<file path="config.mk">
export PLATFORM = sky130hd
export DESIGN_NAME = shift_request_queue
export DESIGN_NICKNAME = d
export VERILOG_FILES = /design/src/rtl/shift_request_queue_pkg.sv /design/src/rtl/shift_request_queue_fifo.sv /design/src/rtl/shift_request_queue.sv
export SDC_FILE = /design/constraint.sdc
export NUM_CORES = 1
export LEC_CHECK = 0
export ABC_AREA = 1
export CAP_MARGIN = 20
export CELL_PAD_IN_SITES_DETAIL_PLACEMENT = 0
export CELL_PAD_IN_SITES_GLOBAL_PLACEMENT = 1
export CORE_MARGIN = 3
export CORE_UTILIZATION = 35
export DETAILED_ROUTE_END_ITERATION = 10
export GPL_ROUTABILITY_DRIVEN = 0
export PLACE_DENSITY = 0.62
export SLEW_MARGIN = 0
export SYNTH_ARGS = -nofsm -noshare
export SYNTH_HDL_FRONTEND = slang
export SYNTH_SLANG_ARGS = --single-unit
</file>
<file path="constraint.sdc">
create_clock -name clk -period 2.3 [get_ports clk]
set_input_delay 0.23 -clock clk [delete_from_list [all_inputs] [get_ports clk]]
set_output_delay 0.23 -clock clk [all_outputs]
set_load 0.01 [all_outputs]
</file>
<file path="src/rtl/shift_request_queue_pkg.sv">
// Shared types and helpers for the shift request queue.
// Defines the request bundle and shift-amount range helpers.
package shift_pkg;

   localparam int SHIFT_W   = 11;
   localparam int SHIFT_S_W = 4;

   localparam logic [SHIFT_S_W-1:0] SHIFT_W_S = SHIFT_S_W'(SHIFT_W);

   typedef struct packed {
      logic [SHIFT_W-1:0]   a;
      logic [SHIFT_S_W-1:0] s;
   } shift_req_t;

   // True when the amount selects a real bit position.
   function automatic logic in_range(input logic [SHIFT_S_W-1:0] s);
      return s < SHIFT_W_S;
   endfunction

   // min(s, SHIFT_W): keeps the select inside the operand.
   function automatic logic [SHIFT_S_W-1:0] clamp_amount(
      input logic [SHIFT_S_W-1:0] s
   );
      return in_range(s) ? s : SHIFT_W_S;
   endfunction

endpackage

</file>
<file path="src/rtl/shift_request_queue_fifo.sv">
// Request FIFO: storage, pointers, occupancy, full/empty flags.
// Ports: clk, rst (sync, active-low), push/wdata, pop/rdata, count, full, empty.
module shift_fifo
   import shift_pkg::*;
#(
   parameter int DEPTH = 4,
   localparam int PW = $clog2(DEPTH),
   localparam int CW = $clog2(DEPTH + 1)
) (
   input  logic          clk,
   input  logic          rst,
   input  logic          push,
   input  shift_req_t    wdata,
   input  logic          pop,
   output shift_req_t    rdata,
   output logic [CW-1:0] count,
   output logic          full,
   output logic          empty
);

   shift_req_t    mem [DEPTH];
   logic [PW-1:0] wr_ptr;
   logic [PW-1:0] rd_ptr;

   assign rdata = mem[rd_ptr];
   assign full  = (count == CW'(DEPTH));
   assign empty = (count == '0);

   // Payload storage needs no reset; occupancy guards every read.
   always_ff @(posedge clk) begin
      if (push) begin
         mem[wr_ptr] <= wdata;
      end
   end

   // Pointers wrap naturally because DEPTH is a power of two.
   always_ff @(posedge clk) begin
      if (!rst) begin
         wr_ptr <= '0;
         rd_ptr <= '0;
         count  <= '0;
      end else begin
         if (push) begin
            wr_ptr <= wr_ptr + 1'b1;
         end
         if (pop) begin
            rd_ptr <= rd_ptr + 1'b1;
         end
         case ({push, pop})
            2'b10:   count <= count + 1'b1;
            2'b01:   count <= count - 1'b1;
            default: count <= count;
         endcase
      end
   end

endmodule

</file>
<file path="src/rtl/shift_request_queue.sv">
// Queues {operand, amount} requests, issues the head to a logical right
// shifter and holds the result in a handshaked output register.
// Ports: clk, rst (sync, active-low); in_valid/in_ready/in_a/in_s request
// side; out_valid/out_ready/out_y/out_sticky result side; count = FIFO fill.
// Option: SHIFT_STICKY_EN enables the registered shifted-out OR (out_sticky);
// without it out_sticky is tied low.
module shift_request_queue
   import shift_pkg::*;
#(
   parameter int N     = SHIFT_W,
   parameter int S     = SHIFT_S_W,
   parameter int DEPTH = 4,
   localparam int CW = $clog2(DEPTH + 1)
) (
   input  logic          clk,
   input  logic          rst,
   input  logic          in_valid,
   output logic          in_ready,
   input  logic [N-1:0]  in_a,
   input  logic [S-1:0]  in_s,
   output logic          out_valid,
   input  logic          out_ready,
   output logic [N-1:0]  out_y,
   output logic          out_sticky,
   output logic [CW-1:0] count
);

   shift_req_t wdata;
   shift_req_t head;
   logic       full;
   logic       empty;
   logic       push;
   logic       pop;
   logic [N-1:0] shifted;
   logic [N-1:0] y_next;

   // in_ready comes from registered state only, so a full queue
   // refuses a push even when it pops in the same cycle.
   assign in_ready = !full;
   assign push     = in_valid && !full;
   assign pop      = !empty && (!out_valid || out_ready);
   assign wdata    = '{a: in_a, s: in_s};

   shift_fifo #(
      .DEPTH (DEPTH)
   ) u_fifo (
      .clk   (clk),
      .rst   (rst),
      .push  (push),
      .wdata (wdata),
      .pop   (pop),
      .rdata (head),
      .count (count),
      .full  (full),
      .empty (empty)
   );

   // Single shifter on the FIFO head; out-of-range amounts forced to zero.
   assign shifted = head.a >> head.s;
   assign y_next  = in_range(head.s) ? shifted : '0;

   always_ff @(posedge clk) begin
      if (!rst) begin
         out_valid <= 1'b0;
         out_y     <= '0;
      end else if (pop) begin
         out_valid <= 1'b1;
         out_y     <= y_next;
      end else if (out_ready) begin
         out_valid <= 1'b0;
      end
   end

`ifdef SHIFT_STICKY_EN
   logic [N-1:0] mask;
   logic         sticky_next;
   logic         sticky_q;

   // At the clamp value 1<<N overflows to 0, so the mask becomes all ones.
   assign mask        = (N'(1) << clamp_amount(head.s)) - N'(1);
   assign sticky_next = |(head.a & mask);
   assign out_sticky  = sticky_q;

   always_ff @(posedge clk) begin
      if (!rst) begin
         sticky_q <= 1'b0;
      end else if (pop) begin
         sticky_q <= sticky_next;
      end
   end
`else
   assign out_sticky = 1'b0;
`endif

endmodule

</file>
==> results of run 1 <==
[where the power goes]
group          internal, W  total [W]  switching, W
Combinational     0.000883    0.00246       0.00158
Sequential         0.00180    0.00193      0.000122
Clock             0.000500    0.00100      0.000505
Total              0.00319    0.00539       0.00221
[metal layers]
metal | track usage [%] | vias to the layer above
li1 | - | 1310
met1 | 17.8 | 1211
met2 | 22.2 | 28
met3 | 2.39 | 10
met4 | 5.86 | 0
met5 | 0 | -
[cell usage after synthesis]
cell      instances  area, sq um
a21oi_2           1         8.76
nor2_4            1         11.3
o21ai_2           1         8.76
buf_2             3         15.0
o211ai_2          1         12.5
nand2_2          11         68.8
a31oi_1           1         6.26
o211ai_1          3         22.5
nand3_1          53          265
o21ai_0           9         45.0
inv_4             1         6.26
o21a_1            1         7.51
buf_4             5         37.5
nand4_1           1         6.26
edfxtp_1         60         1800
ha_1              5         62.6
inv_1            19         71.3
nand2_1         118          443
fa_1              1         20.0
buf_6             5         56.3
inv_2             3         11.3
a21oi_1          17         85.1
buf_12            1         20.0
dfxtp_1          21          420
nor2_1           11         41.3
clkinv_1          1         3.75
clkbuf_2          1         5.00
o22ai_2           1         12.5
conb_1            1         3.75
nand3_2           4         40.0
a21oi_4           1         16.3
a22oi_1           3         22.5
[stage by stage]
| stage | hold WS, ns | util (%) | instance area (sq um) | total power, W | setup slack (ns) |
|---|---|---|---|---|---|
| after floorplan | 0.329 | - | 3660 | 0.00382 | 0.354 |
| after global placement | 0.453 | 41.3 | 4110 | 0.00445 | 0.300 |
| after detailed placement | 0.458 | 41.3 | 4110 | 0.00447 | 0.289 |
| after CTS | 0.471 | 43.2 | 4300 | 0.00549 | 0.435 |
| after global routing | 0.497 | 43.2 | 4300 | 0.00585 | 0.284 |
| final | 0.467 | 43.2 | 4300 | 0.00539 | 0.462 |
[final timing paths]
| path | start | endpoint | slack [ns] | cells past startpoint |
|---|---|---|---|---|
| setup / recovery | u_fifo.count[0] | u_fifo.count[2] | 0.46 | 9 |
| setup reg to reg | u_fifo.count[0] | u_fifo.count[2] | 0.46 | 9 |
| hold reg to reg | u_fifo.rd_ptr[1] | register | 0.47 | 2 |
| hold / removal | u_fifo.rd_ptr[1] | register | 0.47 | 2 |
[flip-flops by register name (all words and copies together) (netlist names), named ones only]
signal and cells:
u_fifo.mem 60, u_fifo.wr_ptr 2, out_valid 1, u_fifo.rd_ptr 2, u_fifo.count 3, out_y 11
[cells by family (layout without fill, tap and decap cells)]
logic type | after synthesis | after routing | share of synthesized area, %
flops | 81 | 81 | 60.7
fa+ha+maj | 6 | 6 | 2.26
simple gates | 199 | 199 | 23.9
compound gates | 39 | 39 | 6.77
other cells | 1 | 1 | 0.103
buf+inv | 39 | 83 | 6.19
[worst register-to-register path, delay by kind of cell, from the launching register on]
family                     cells  cell delay, ns
buffers and inverters          1            0.08
adders and majority gates      2            0.62
and+or+nand+nor                2            0.18
AOI/OAI and AO/OA              4            0.47
DFF                            1            0.42
[layout make-up]
cell class	instances	area [sq um]	area share [%]
Sequential cell	81	2220	51.7
Multi-Input combinational cell	245	1210	28.2
Timing Repair Buffer	44	415	9.67
Tap cell	133	166	3.87
Clock buffer	9	124	2.88
Inverter	24	92.6	2.15
Clock inverter	6	67.6	1.57
==> impl_metrics.env, run 1 <==
export IMPL_postSynthAreaPerCell_sq_um=10.0
export IMPL_seq_area_frac_synth_pct=60.7
export IMPL_path_clk_slew_ns=0.08
export IMPL_fmax_ghz=0.544
export IMPL_synthCells=365
export IMPL_dp_cells=527
export IMPL_antenna_found_initial=0
export IMPL_slew_viol_final=0
export IMPL_hold_buffers=0
export IMPL_most_common_layout_cells="nand2_1 (118), edfxtp_1 (60), nand3_1 (53)"
export IMPL_clock_sinks=81
export IMPL_fp_dieH_microns=108
export IMPL_fill_cells=987
export IMPL_core_sq_um=9950
export IMPL_met1Wirelength_microns=3570
export IMPL_post_route_period_util_pct=79.9
export IMPL_ys_warn_count=0
export IMPL_met3_wirelength_microns=178
export IMPL_place_port_buffers=34
export IMPL_worstPathArrival_ns=2.12
export IMPL_finalCriticalPeriod_ns=1.84
export IMPL_yosys_cell_types_count=32
export IMPL_fin_cells=542
export IMPL_drc=0
export IMPL_finClkSkew_ns=0.00391
export IMPL_path_buf_inv=1
export IMPL_worstPathCellList="inv_1 -> nand3_1 -> nand2_1 -> ha_1 -> fa_1 -> a21oi_1 -> o21a_1 -> o21ai_0 -> a21oi_1"
export IMPL_grt_pass1_wl_microns=12100
export IMPL_cts_buffers=9
export IMPL_drt_iter0_markers=131
export IMPL_cpMostUsedCell="a21oi_1"
export IMPL_path_delay_family="adder cells"
export IMPL_tritoncts="done"
export IMPL_vias=2559
export IMPL_synthesis_area_sq_um=3660
export IMPL_dr_max_layer_used="met4"
export IMPL_setup_worst_path_end_class="register"
export IMPL_path_class="register to register"
export IMPL_cp_max_fo=5
export IMPL_cts_max_path_buffers=2
export IMPL_finalSetupViolCount=0
export IMPL_grt_pass1_vias=2446
export IMPL_powerDensity_nw_per_um2=1250
export IMPL_ios=36
export IMPL_dr_pass1_iters=4
export IMPL_drv_cap=0
export IMPL_p_leak_nw=1.66
export IMPL_wl_met2_microns=3710
export IMPL_fin_setup_tns_ns=0
export IMPL_synth_fp_nets=390
export IMPL_antenna_left=0
export IMPL_peakVddDrop_mv=0.371
export IMPL_wl_per_cell_microns=14.0
export IMPL_area_delta_synth_final_pct=17.5
export IMPL_cp_slowest_stage_delay_ns=0.42
export IMPL_ys_ff_latch=81
export IMPL_design_die_area_sq_um=11700
export IMPL_grt_max_degree=29
export IMPL_critical_path_startpoint_type="register"
export IMPL_initial_core_util_pct=36.8
export IMPL_cts_resized=0
export IMPL_routed_wl_microns=7580
export IMPL_rsz0062_at_grt="no"
export IMPL_grt_usage_pct=13.6
export IMPL_slowest_stage="dfxtp_1"
export IMPL_drive_above_1_share_pct=12.2
export IMPL_diodes=0
export IMPL_cts_root_buffer="clkbuf_8"
export IMPL_outcome="finished, final reports clean"
export IMPL_grt_remaining_overflow=0
export IMPL_hold_violations=0
export IMPL_insertion_delay_ns=0.34
export IMPL_final_nets=430
export IMPL_drt_vias_per_instance=4.72
export IMPL_die_w_microns=108
export IMPL_post_cts_buffers=0
export IMPL_final_common_cell="nand2_1"
export IMPL_row_count=36
export IMPL_hpwlAfterDp_microns=5110
export IMPL_required_ns=2.58
export IMPL_htreeDepth=3
export IMPL_min_path_type="register to register"
No activity file was read; power rests on OpenSTA's default activity.
==> run 2, diff against run 1 <==
==> constraint.sdc (replaced) <==
create_clock -name clk -period 1.7 [get_ports clk]
set_input_delay 0.17 -clock clk [delete_from_list [all_inputs] [get_ports clk]]
set_output_delay 0.17 -clock clk [all_outputs]
set_load 0.01 [all_outputs]
==> run 2 against run 1 <==
- sequential share of layout area down 4.5 points
- sequential power up 37%
- critical path type unchanged
- maximum frequency grew 15%
- hold slack got worse by 0.033 ns
- clock skew grew 0.0020 ns
- setup slack lost 0.37 ns
==> impl_metrics.env, run 2 (synthesis gave the netlist of run 1 again) <==
export IMPL_largest_register_ffs=60
export IMPL_antenna_left=0
export IMPL_path_class="register to register"
export IMPL_vias=2702
export IMPL_min_path_type="input port to register"
export IMPL_r2r_start="out_valid"
export IMPL_grt_remaining_overflow=0
export IMPL_cts_buffers=9
export IMPL_drv_cap=0
export IMPL_place_port_buffers=34
export IMPL_worstPathArrival_ns=1.90
export IMPL_fill_cells=949
export IMPL_worst_r2r_endpoint="u_fifo.count[2]"
export IMPL_drc=0
export IMPL_path_buf_inv=1
export IMPL_ios=36
export IMPL_final_util_pct=47.7
export IMPL_core_sq_um=9950
export IMPL_grt_usage_pct=14.6
export IMPL_setup_worst_path_end_class="register"
export IMPL_most_common_layout_cells="nand2_1 (110), edfxtp_1 (60), nand3_1 (49)"
export IMPL_largest_registers="u_fifo.mem x60, out_y x11, u_fifo.count x3"
export IMPL_drt_iter0_markers=138
export IMPL_hp_start="in_s[1]"
export IMPL_hold_buffers=0
export IMPL_critical_path_startpoint_type="register"
export IMPL_row_count=36
export IMPL_grt_pass1_vias=2567
export IMPL_area_delta_synth_final_pct=29.8
export IMPL_cts_root_buffer="clkbuf_8"
export IMPL_reg2reg_depth=9
export IMPL_powerDensity_nw_per_um2=1750
export IMPL_design_die_area_sq_um=11700
export IMPL_peakVddDrop_mv=0.579
export IMPL_top_register="u_fifo.mem"
export IMPL_cts_max_path_buffers=2
export IMPL_tritoncts="done"
export IMPL_worstHoldPathCells=1
export IMPL_path_delay_family="adder cells"
export IMPL_htreeDepth=3
export IMPL_antenna_found_initial=0
export IMPL_hold_worst_slack_ns=0.434
export IMPL_slowest_stage="fa_2"
export IMPL_hpwlAfterDp_microns=5310
export IMPL_rsz0062_at_grt="yes"
export IMPL_final_common_cell="nand2_1"
export IMPL_fin_setup_tns_ns=0
export IMPL_cp_slowest_stage_delay_ns=0.37
export IMPL_grt_max_degree=19
export IMPL_multi_input_area_sq_um=1350
export IMPL_finalSetupViolCount=0
export IMPL_diodes=0
export IMPL_hold_violations=0
export IMPL_path_clk_slew_ns=0.08
export IMPL_post_route_period_util_pct=94.4
export IMPL_drt_vias_per_instance=4.77
export IMPL_slew_viol_final=0
export IMPL_holdPathEnd="u_fifo.mem[3][1]"
export IMPL_drive_above_1_share_pct=24.2
export IMPL_required_ns=1.99
export IMPL_cp_max_fo=2
export IMPL_fp_dieH_microns=108
export IMPL_routed_wl_microns=8180
export IMPL_worstPathCellList="inv_2 -> nor2_4 -> a31oi_4 -> ha_4 -> fa_2 -> a21oi_2 -> o21a_1 -> o21ai_1 -> a21oi_1"
export IMPL_p_leak_nw=1.83
export IMPL_wl_per_cell_microns=14.4
export IMPL_insertion_delay_ns=0.36
export IMPL_seq_area_sq_um=2240
export IMPL_die_w_microns=108
export IMPL_clock_sinks=81
export IMPL_grt_pass1_wl_microns=12800
export IMPL_initial_core_util_pct=36.8
export IMPL_rrSetupSlack_ns=0.1
export IMPL_outcome="finished, final reports clean"
export IMPL_fmax_ghz=0.623
export IMPL_final_nets=454
export IMPL_finalCriticalPeriod_ns=1.60
export IMPL_dr_pass1_iters=4
export IMPL_finClkSkew_ns=0.00595
[run 2: power breakdown]
group,switching [W],internal [W],total [W],leakage (nW)
combinational,0.00251,0.00191,0.00442,1.02
clock,0.000729,0.000539,0.00127,0.0874
sequential,0.000170,0.00247,0.00264,0.726
[run 2: final cells by class]
cell class | instances | area share, %
clock buffers | 9 | 2.61
clock inverters | 7 | 1.16
inverters | 24 | 2.21
multi-input cells | 247 | 28.4
flip-flops and latches | 81 | 47.2
well taps | 133 | 3.50
repair buffers | 66 | 15.0
[run 2: metrics by stage]
stage	total power [W]	cells	instance area (sq um)	setup slack [ns]
after detailed placement	0.00656	545	4360	-0.171
after CTS	0.00784	561	4550	0.00921
after global routing	0.00902	567	4750	-0.0256
after floorplan	0.00523	365	3690	-0.0108
final	0.00833	567	4750	0.0954
after global placement	0.00654	545	4360	-0.136
[run 2: worst max path at each step]
stage,start,endpoint,slack (ns),depth (start not counted)
finish,out_valid,u_fifo.count[2],0.1,9
global route,out_valid,u_fifo.count[2],-0.03,9
CTS,register,out_y[1],0.009,10
detailed placement,out_ready,u_fifo.count[2],-0.17,9
global placement,out_ready,u_fifo.count[2],-0.14,9
floorplan,u_fifo.count[0],u_fifo.count[2],-0.01,9
[run 2: metal layers]
layer | GRT usage (%) | share of wire (%)
met5 | 0 | 0
met4 | 5.95 | 1.7
met3 | 3.64 | 3.4
met2 | 23.6 | 48
met1 | 18.8 | 46
[run 2: repair_timing]
action / in CTS / in global routing
setup buffers: 0 / 4
resized for setup: 2 / 42
setup endpoints to repair: 6 / 13
pin swaps: 1 / 18
endpoints found under the hold margin: 0 / 0
gates cloned: 0 / 2
